==> src/rtl/aux_keypad_pkg.sv <==
// Shared definitions for the auxiliary hex keypad: debounce FSM states and scan helpers.
`ifndef CNT_MILLISEC
`define CNT_MILLISEC 100000
`endif

package aux_keypad_pkg;

  typedef enum logic [1:0] {
    KP_IDLE      = 2'd0,
    KP_DEB_PRESS = 2'd1,
    KP_HELD      = 2'd2,
    KP_DEB_REL   = 2'd3
  } kp_state_e;

  // Number of pressed rows in one column, saturated at 2 (anything above one is ghosting).
  function automatic logic [1:0] kp_hit_count(input logic [3:0] pressed);
    logic [2:0] n;
    n = 3'd0;
    for (int i = 0; i < 4; i++) begin
      n = n + {2'b00, pressed[i]};
    end
    if (n > 3'd1) begin
      return 2'd2;
    end else begin
      return n[1:0];
    end
  endfunction

  function automatic logic [1:0] kp_sat_add(input logic [1:0] a, input logic [1:0] b);
    logic [2:0] s;
    s = {1'b0, a} + {1'b0, b};
    if (s > 3'd1) begin
      return 2'd2;
    end else begin
      return s[1:0];
    end
  endfunction

  function automatic logic [1:0] kp_row_index(input logic [3:0] pressed);
    if (pressed[0]) begin
      return 2'd0;
    end else if (pressed[1]) begin
      return 2'd1;
    end else if (pressed[2]) begin
      return 2'd2;
    end else begin
      return 2'd3;
    end
  endfunction

endpackage

==> src/rtl/keypad_debounce.sv <==
// Sweep-end debounce FSM: accepts a key after DebounceScans matching sweeps and
// requires the same number of empty sweeps before another press can be accepted.
module keypad_debounce
  import aux_keypad_pkg::*;
#(
  parameter int unsigned DebounceScans = 4
) (
  input  logic       clk,
  input  logic       rst_n,
  input  logic       sweep_end_i,
  input  logic       cand_valid_i,
  input  logic [3:0] cand_code_i,
  output logic       press_o,
  output logic [3:0] code_o
);

  localparam logic [3:0] DebN = 4'(DebounceScans);

  kp_state_e  state_q, state_d;
  logic [3:0] cnt_q, cnt_d;
  logic [3:0] cand_q, cand_d;

  // State, debounce count and candidate registers.
  always_ff @(posedge clk or negedge rst_n) begin
    if (!rst_n) begin
      state_q <= KP_IDLE;
      cnt_q   <= 4'd0;
      cand_q  <= 4'd0;
    end else begin
      state_q <= state_d;
      cnt_q   <= cnt_d;
      cand_q  <= cand_d;
    end
  end

  // Next-state logic; only a sweep end can move the FSM.
  always_comb begin
    state_d = state_q;
    cnt_d   = cnt_q;
    cand_d  = cand_q;
    press_o = 1'b0;
    code_o  = (state_q == KP_IDLE) ? cand_code_i : cand_q;
    if (sweep_end_i) begin
      case (state_q)
        KP_IDLE: begin
          if (cand_valid_i) begin
            cand_d = cand_code_i;
            cnt_d  = 4'd1;
            if (DebN == 4'd1) begin
              state_d = KP_HELD;
              press_o = 1'b1;
            end else begin
              state_d = KP_DEB_PRESS;
            end
          end else begin
            state_d = KP_IDLE;
          end
        end
        KP_DEB_PRESS: begin
          if (cand_valid_i && (cand_code_i == cand_q)) begin
            cnt_d = cnt_q + 4'd1;
            if ((cnt_q + 4'd1) == DebN) begin
              state_d = KP_HELD;
              press_o = 1'b1;
            end else begin
              state_d = KP_DEB_PRESS;
            end
          end else begin
            state_d = KP_IDLE;
          end
        end
        KP_HELD: begin
          if (!cand_valid_i) begin
            cnt_d = 4'd1;
            if (DebN == 4'd1) begin
              state_d = KP_IDLE;
            end else begin
              state_d = KP_DEB_REL;
            end
          end else begin
            state_d = KP_HELD;
          end
        end
        KP_DEB_REL: begin
          if (!cand_valid_i) begin
            cnt_d = cnt_q + 4'd1;
            if ((cnt_q + 4'd1) == DebN) begin
              state_d = KP_IDLE;
            end else begin
              state_d = KP_DEB_REL;
            end
          end else begin
            state_d = KP_HELD;
          end
        end
        default: begin
          state_d = KP_IDLE;
        end
      endcase
    end else begin
      state_d = state_q;
    end
  end

endmodule

==> src/rtl/aux_keypad.sv <==
// 4x4 hex keypad scanner: column scan, row synchronizer, per-sweep candidate
// detection and the 32-bit digit entry register that feeds the aux display.
`ifndef CNT_MILLISEC
`define CNT_MILLISEC 100000
`endif

module aux_keypad
  import aux_keypad_pkg::*;
#(
  parameter int unsigned ScanCntMax    = `CNT_MILLISEC,
  parameter int unsigned DebounceScans = 4
) (
  input  logic        clk,
  input  logic        rst_n,
  input  logic [3:0]  row_n,
  output logic [3:0]  col_n,
  input  logic        clr,
  output logic        key_valid,
  output logic [3:0]  key_code,
  output logic [31:0] data
);

  localparam int unsigned     CntW    = (ScanCntMax > 1) ? $clog2(ScanCntMax) : 1;
  localparam logic [CntW-1:0] CntLast = CntW'(ScanCntMax - 1);

  logic [3:0]      row_meta_q, row_sync_q;
  logic [CntW-1:0] div_q;
  logic [1:0]      col_idx_q, col_idx_d;
  logic [3:0]      col_n_q;
  logic [1:0]      acc_cnt_q;
  logic [3:0]      acc_code_q;
  logic            key_valid_q;
  logic [3:0]      key_code_q;
  logic [31:0]     data_q;

  logic            tick_s, sweep_end_s;
  logic [3:0]      pressed_s;
  logic [1:0]      col_hits_s, sweep_cnt_s;
  logic [3:0]      sweep_code_s;
  logic            press_s;
  logic [3:0]      press_code_s;

  assign tick_s      = (div_q == CntLast);
  assign sweep_end_s = tick_s && (col_idx_q == 2'd3);
  assign pressed_s   = ~row_sync_q;
  assign col_hits_s  = kp_hit_count(pressed_s);
  assign col_idx_d   = col_idx_q + 2'd1;

  // Fold the current column into the sweep totals; code is only meaningful when the count is one.
  always_comb begin
    sweep_cnt_s = kp_sat_add(acc_cnt_q, col_hits_s);
    if (col_hits_s == 2'd1) begin
      sweep_code_s = {kp_row_index(pressed_s), col_idx_q};
    end else begin
      sweep_code_s = acc_code_q;
    end
  end

  // Row synchronizer; released rows idle high through the pull-ups.
  always_ff @(posedge clk or negedge rst_n) begin
    if (!rst_n) begin
      row_meta_q <= 4'hF;
      row_sync_q <= 4'hF;
    end else begin
      row_meta_q <= row_n;
      row_sync_q <= row_meta_q;
    end
  end

  // Dwell divider, column drive and sweep accumulator, all advanced by the scan tick.
  always_ff @(posedge clk or negedge rst_n) begin
    if (!rst_n) begin
      div_q      <= '0;
      col_idx_q  <= 2'd0;
      col_n_q    <= 4'b1110;
      acc_cnt_q  <= 2'd0;
      acc_code_q <= 4'd0;
    end else if (tick_s) begin
      div_q     <= '0;
      col_idx_q <= col_idx_d;
      col_n_q   <= ~(4'b0001 << col_idx_d);
      if (sweep_end_s) begin
        acc_cnt_q  <= 2'd0;
        acc_code_q <= 4'd0;
      end else begin
        acc_cnt_q  <= sweep_cnt_s;
        acc_code_q <= sweep_code_s;
      end
    end else begin
      div_q <= div_q + CntW'(1);
    end
  end

  keypad_debounce #(
    .DebounceScans(DebounceScans)
  ) u_debounce (
    .clk          (clk),
    .rst_n        (rst_n),
    .sweep_end_i  (sweep_end_s),
    .cand_valid_i (sweep_cnt_s == 2'd1),
    .cand_code_i  (sweep_code_s),
    .press_o      (press_s),
    .code_o       (press_code_s)
  );

  // Press strobe, held key code and digit entry register; clr wins over a same-cycle shift.
  always_ff @(posedge clk or negedge rst_n) begin
    if (!rst_n) begin
      key_valid_q <= 1'b0;
      key_code_q  <= 4'd0;
      data_q      <= 32'd0;
    end else begin
      key_valid_q <= press_s;
      if (press_s) begin
        key_code_q <= press_code_s;
      end
      if (clr) begin
        data_q <= 32'd0;
      end else if (press_s) begin
        data_q <= {data_q[27:0], press_code_s};
      end
    end
  end

  assign col_n     = col_n_q;
  assign key_valid = key_valid_q;
  assign key_code  = key_code_q;
  assign data      = data_q;

endmodule

==> config.mk <==
export PLATFORM = sky130hd
export DESIGN_NAME = aux_keypad
export DESIGN_NICKNAME = d
export VERILOG_FILES = /design/src/rtl/aux_keypad_pkg.sv /design/src/rtl/keypad_debounce.sv /design/src/rtl/aux_keypad.sv
export SDC_FILE = /design/constraint.sdc
export NUM_CORES = 1
export LEC_CHECK = 0
export CORE_MARGIN = 4
export CORE_UTILIZATION = 55
export DETAILED_ROUTE_END_ITERATION = 10
export MAX_ROUTING_LAYER = met4
export PLACE_DENSITY = 0.79
export SYNTH_ARGS = -nofsm -noshare
export SYNTH_HDL_FRONTEND = slang
export SYNTH_SLANG_ARGS = --single-unit
==> constraint.sdc <==
create_clock -name clk -period 7.5 [get_ports clk]
set_input_delay 0.75 -clock clk [delete_from_list [all_inputs] [get_ports clk]]
set_output_delay 0.75 -clock clk [all_outputs]
set_load 0.05 [all_outputs]
==> results of run 1 <==
-- report_power, final --
group	leakage, nW	switching [mW]	internal (mW)
Combinational	0.697	0.0394	0.0165
Sequential	1.12	0.00116	0.456
Clock	0.120	0.161	0.207
Total	1.94	0.202	0.680
-- worst max-delay path by stage --
stage                              from  endpoint  slack, ps  cells after the start
after floorplan           row_sync_q[1]  data[27]       3310                     17
after global placement    row_sync_q[1]  data[27]       2570                     16
after detailed placement  row_sync_q[1]  data[27]       2470                     16
after CTS                 row_sync_q[1]  data[27]       2430                     16
after global routing      row_sync_q[1]  data[27]       2110                     16
final                     row_sync_q[1]  data[27]       2420                     16
-- flip-flops by register name, summed over array words and instances (netlist names) --
register	flops
acc_code_q	4
u_debounce.cand_q	4
col_n	4
acc_cnt_q	2
u_debounce.cnt_q	4
key_code	4
u_debounce.state_q	2
div_q	17
col_idx_q	2
key_valid	1
data	32
row_sync_q	4
row_meta_q	4
-- cell usage after synthesis, drive strengths merged --
cell     number
xor2          8
nand2        31
o2111ai       4
a21boi        1
a311o         1
a21oi        37
o21ai        51
and3          3
nand4b        3
a31oi         2
xnor2         9
o22ai         1
a21o          2
mux2i         7
and2          4
nor2         17
nand3        40
nor3          8
clkbuf       21
a311oi        1
nand2b        5
inv          16
nor4b         1
o31ai         4
nand4         4
o211ai        1
o311a         1
or4           3
fa            2
or3           5
buf           2
dfrtp        73
dfstp        11
nor3b         1
ha           12
nor4          2
and4          1
-- area by class of cell --
| class | instances | area (sq um) |
|---|---|---|
| Inverter | 16 | 60.06 |
| Sequential cell | 84 | 2116 |
| Fill cell | 543 | 2158 |
| Clock buffer | 11 | 151.4 |
| Multi-Input combinational cell | 272 | 1660 |
| Tap cell | 96 | 120.1 |
| Timing Repair Buffer | 49 | 483.0 |
| Clock inverter | 5 | 82.58 |
-- per-layer routing --
layer | part of all wire [%] | vias to the layer above | GRT usage [%]
met2 | 51 | 81 | 33.52
met4 | 0.64 | 0 | 5.569
met3 | 4.2 | 6 | 4.874
li1 | - | 1468 | -
met1 | 44 | 1494 | 27.95
met5 | 0 | - | -
-- cell families after synthesis --
logic type      count (synthesis)  share of synthesized area, %
mux                             7                         1.889
flops                          84                         54.15
xor+xnor                       17                         3.811
compound gates                106                         15.02
buf+inv                        39                         3.778
fa+ha+maj                      14                         4.867
simple gates                  128                         16.49
-- cells in the final DEF (no fill, tap or decap), drive strengths merged, types with 2 or more instances in the layout --
master         synthesis  routed
mux2i                  7       7
clkinv                 0       2
clkdlybuf4s50          0      46
a31oi                  2       2
xor2                   8       8
a21o                   2       2
o21ai                 51      51
dfrtp                 73      73
nand2b                 5       5
nand2                 31      31
nand4                  4       4
a21oi                 37      37
inv                   16      17
and2                   4       4
and3                   3       3
bufinv                 0       2
buf                    2       3
fa                     2       2
ha                    12      12
or3                    5       5
nor4                   2       2
nand4b                 3       3
nor3                   8       8
o31ai                  4       4
xnor2                  9       9
dfstp                 11      11
nor2                  17      17
clkbuf                21      11
or4                    3       3
o2111ai                4       4
nand3                 40      40
-- worst max-delay path, cell delays in order (launching register included) --
cell     delay (ps)
dfstp_2         560
fa_1            420
inv_1            90
ha_1            180
inv_1            50
ha_1            290
o21ai_0         160
and2_1          140
ha_1            130
inv_1            40
fa_1            520
and3_1          250
and2_1          150
mux2i_1          80
or4_1          1060
or4_4           710
mux2i_1         130
==> results_dict.tcl, run 1 <==
set metrics [dict create \
    drc 0 \
    core_sq_um 6832 \
    start_util_pct 57.20 \
    r2r_slack_ps 2420 \
    avgSynthCellArea_sq_um 9.892 \
    finalNonFillerCells 533 \
    die_x_um 92.29 \
    rr_worst_depth 16 \
    finalHoldViolCount 0 \
    routed_wl_mm 8.236 \
    io_pins 48 \
    cts_buffers 9 \
    fp.dieH_um 92.29 \
    startpoint_type "register" \
    netlist_instances 395 \
    cts-hold-fix-buffers 0 \
    status "complete, no violations" \
    gp_congestion 0.8670 \
    synth.top_cells.by_area "dfrtp_1 (47%), dfstp_2 (7.4%), o21ai_0 (6.5%)" \
    total_power_mw 0.8817 \
    area_delta_synth_final_pct 19.60 \
    grtUsageTotal_pct 21.19 \
    final_cell_area_sq_um 4673 \
    viasPerCell 5.720 \
    synth_top_area_share_pct 46.75 \
    h-tree-depth 3 \
    syn_area_sq_um 3907 \
    cts_tree "built" \
    r2r_end "data[27]" \
    grt_overflow 0 \
    finalClockSkew_ps 10.43 \
    slew_headroom_pct 20.12 \
    clk_latency_ps 350 \
    fmax_mhz 196.9 \
    crit_path_end_kind "register" \
    port_buffers 47 \
    ctsResizeCount 0 \
    peakVddDrop_mv 0.1090 \
    postRouteAntennaNets 0 \
    yosysSeqAreaShare_pct 54.15 \
    placed_cells_incl_taps 517 \
    finalSetupTns_ps 0 \
    wl_per_cell_um 15.45 \
    vias 3049 \
    num_antenna_cells 0 \
    clkTransAtPathRegs_ps 80 \
    hold_path.class "reg -> reg" \
    maxCapViolCount 0 \
    r2r-start "row_sync_q[1]" \
    setup.worst_path.class "reg -> reg" \
    period_share_pct 67.70 \
    drtIter0Drc 216 \
    dp_slack_ps 2467 \
    worstPathArrival_ps 5320 \
    syn_nets 416 \
    ys_ff_latch 84 \
    hpwlAfterDp_mm 5.480 \
    final_util_pct 68.41 \
    holdPathStages 0 \
    setup_ws_ps 2422 \
    drv_slew 0 \
    layout_min_cycle_time_ps 5078 \
    synth_cell_types 42 \
    min_to "row_sync_q[2]" \
    yosys_warnings 0 \
    yosysTopAreaCell "dfrtp_1" \
    worst_pin_slew_ps 1198 \
    p_per_area_nw_per_um2 188.7 \
    worstPathMaxFanout 42 \
    grt_pass1_vias 3014 \
    hold_start "row_meta_q[2]" \
    setup_violations 0 \
    drive_gt1_share_pct 8.467 \
    grt_antenna_before_repair 0 \
    rsz0062_at_grt "no" \
    num_rows 30 \
    die-area_sq_um 8517 \
    required_ps 7740 \
    nNetsFinal 453 \
    first_pass_iters 5 \
    hold_slack_ps 358.9 \
    cts_sinks 84 \
    power_leakage_nw 1.938 \
    post_cts_buffers 0 \
    placed_cell_area_sq_um 4439 \
    grt_start_max_net_pins 85 \
    grt_pass1_wl_mm 14.21 \
    cts_root_buf "clkbuf_8" \
    cts_max_path_buffers 2 \
]
Note: power is estimated with default switching activity, not from simulation.
==> run 2, diff against run 1 <==
- CORE_UTILIZATION: 55 -> 50
- PLACE_DENSITY: 0.79 -> 0.76
- clock period: 7.5 -> 4.4 ns (I/O delays scaled with it)
==> results_dict.tcl, run 2 (same netlist as run 1, synthesis figures left out) <==
set metrics [dict create \
    num_rows 31 \
    cp_num_buf_inv 4 \
    cp.depth 17 \
    die-area_sq_um 9293 \
    cts_max_path_buffers 2 \
    nNetsFinal 459 \
    postRouteAntennaNets 0 \
    power_leakage_nw 1.951 \
    worstPathArrival_ps 4410 \
    num_antenna_cells 0 \
    port_buffers 47 \
    rr_worst_depth 17 \
    slew_headroom_pct 23.36 \
    post_cts_buffers 0 \
    startpoint_type "register" \
    peakVddDrop_mv 0.2540 \
    met3_length_um 235 \
    path_cells "fa_1 -> inv_2 -> ha_2 -> inv_1 -> ha_4 -> o21ai_1 -> and2_1 -> ha_1 -> inv_1 -> fa_1 -> and3_4 -> and2_1 -> mux2i_2 -> or4_4 -> buf_4 -> o311a_1 -> o22ai_1" \
    r2r-start "row_sync_q[1]" \
    combPwrFrac_pct 7.6 \
    drc 0 \
    netSwitchingFraction_pct 25.69 \
    internal_power_mw 1.098 \
    cp_top_family "adder cells" \
    cts_tree "built" \
    hpwlAfterDp_mm 5.584 \
    grt_start_max_net_pins 85 \
    io_pins 48 \
    setup_ws_ps 267.0 \
    startpoint "row_sync_q[1]" \
    total_power_mw 1.477 \
    fmax_mhz 242.0 \
    first_pass_iters 4 \
    required_ps 4670 \
    grtUsageTotal_pct 20.03 \
    grt_antenna_before_repair 0 \
    pwr-share-seq_pct 52.8 \
    r2r_end "u_debounce.state_q[0]" \
    final_cell_mix "dfrtp_1 (73), o21ai_0 (50), clkdlybuf4s50_1 (46)" \
    crit_end "u_debounce.state_q[0]" \
    drv_slew 0 \
    vias 3052 \
    finalNonFillerCells 542 \
    placed_cell_area_sq_um 4496 \
    clkPwrFrac_pct 39.6 \
    layout_min_cycle_time_ps 4133 \
    drtIter0Drc 238 \
    crit_path_max_incr_delay_ps 580 \
    hold_slack_ps 265.2 \
    core_sq_um 7408 \
    setup.worst_path.class "reg -> reg" \
    cts_sinks 84 \
    crit_path_end_kind "register" \
    finalHoldViolCount 0 \
    layout_commonest_cell "dfrtp_1" \
    seqCellArea_sq_um 2116 \
    die_x_um 96.40 \
    worst_pin_slew_ps 1146 \
    multi_input_area_sq_um 1685 \
    finalSetupTns_ps 0 \
    cts_buffers 9 \
    largest_reg_flops 32 \
    fp.dieH_um 96.40 \
    wl_per_cell_um 15.38 \
    grt_overflow 0 \
    viasPerCell 5.631 \
    maxCapViolCount 0 \
    placed_cells_incl_taps 526 \
    period_share_pct 93.93 \
    cts_root_buf "clkbuf_8" \
    routed_wl_mm 8.338 \
    h-tree-depth 3 \
    hold_path.class "in -> async" \
    final_util_pct 63.99 \
    area_delta_synth_final_pct 21.33 \
    r2r_slack_ps 270 \
    final_cell_area_sq_um 4741 \
    wl_met2_mm 4.140 \
    critPathSlowestCell "fa_1" \
    grt_pass1_vias 2842 \
    grt_pass1_wl_mm 14.04 \
    setup_violations 0 \
    finalClockSkew_ps 12.38 \
    wl_met1_mm 3.894 \
    p_per_area_nw_per_um2 311.6 \
    status "complete, no violations" \
    rsz0062_at_grt "no" \
    clk_latency_ps 360 \
    top_layer_used "met4" \
    worstPathMaxFanout 8 \
    clkTransAtPathRegs_ps 100 \
    p_sw_mw 0.3794 \
    gp_congestion 0.8120 \
    start_util_pct 52.74 \
    nFillCells 623 \
    dp_slack_ps 39.08 \
    drive_gt1_share_pct 11.06 \
]
==> run 2: layout make-up <==
type	count	area share [%]
clock buffer	9	2.613
inverter	16	1.267
tap	99	2.613
timing repair buffer	55	11.48
clock inverter	7	1.847
multi-input combinational	272	35.55
sequential	84	44.63
==> run 2: worst min path at each step <==
stage,to,depth (start not counted),from,slack (ps)
after floorplan,acc_cnt_q[0],0,rst_n,140
after global placement,row_sync_q[1],0,row_meta_q[1],350
after detailed placement,row_sync_q[2],0,row_meta_q[2],350
after CTS,key_valid,1,rst_n,290
after global routing,col_idx_q[1],1,rst_n,310
final,key_valid,1,rst_n,270
==> run 2: per-layer routing <==
metal / track usage [%] / up-vias
met4: 5.023 / 0
met2: 29.21 / 55
met3: 4.493 / 6
met1: 28.66 / 1514
met5: - / -
li1: - / 1477
==> run 2: what timing repair did <==
item,4_1_cts,5_1_grt
hold buffers,0,0
endpoints found under the setup margin,0,43
endpoints found under the hold margin,0,0
gates resized for setup,0,9
==> run 2: worst register-to-register path: cells and delay by family, from the launching register on <==
kind            cells  cell delay [ps]
compound gates      3              520
fa+ha+maj           5             1540
buf+inv             4              390
flops               1              550
mux                 1               80
simple gates        4              980
==> run 2: power by group through the flow <==
stage          Clock, mW  Combinational [mW]  Sequential [mW]
2_1_floorplan          0              0.0605            0.795
3_3_place_gp           0               0.102            0.795
3_5_place_dp           0               0.104            0.795
4_1_cts            0.603               0.104            0.780
5_1_grt            0.635               0.126            0.781
6_report           0.585               0.112            0.780
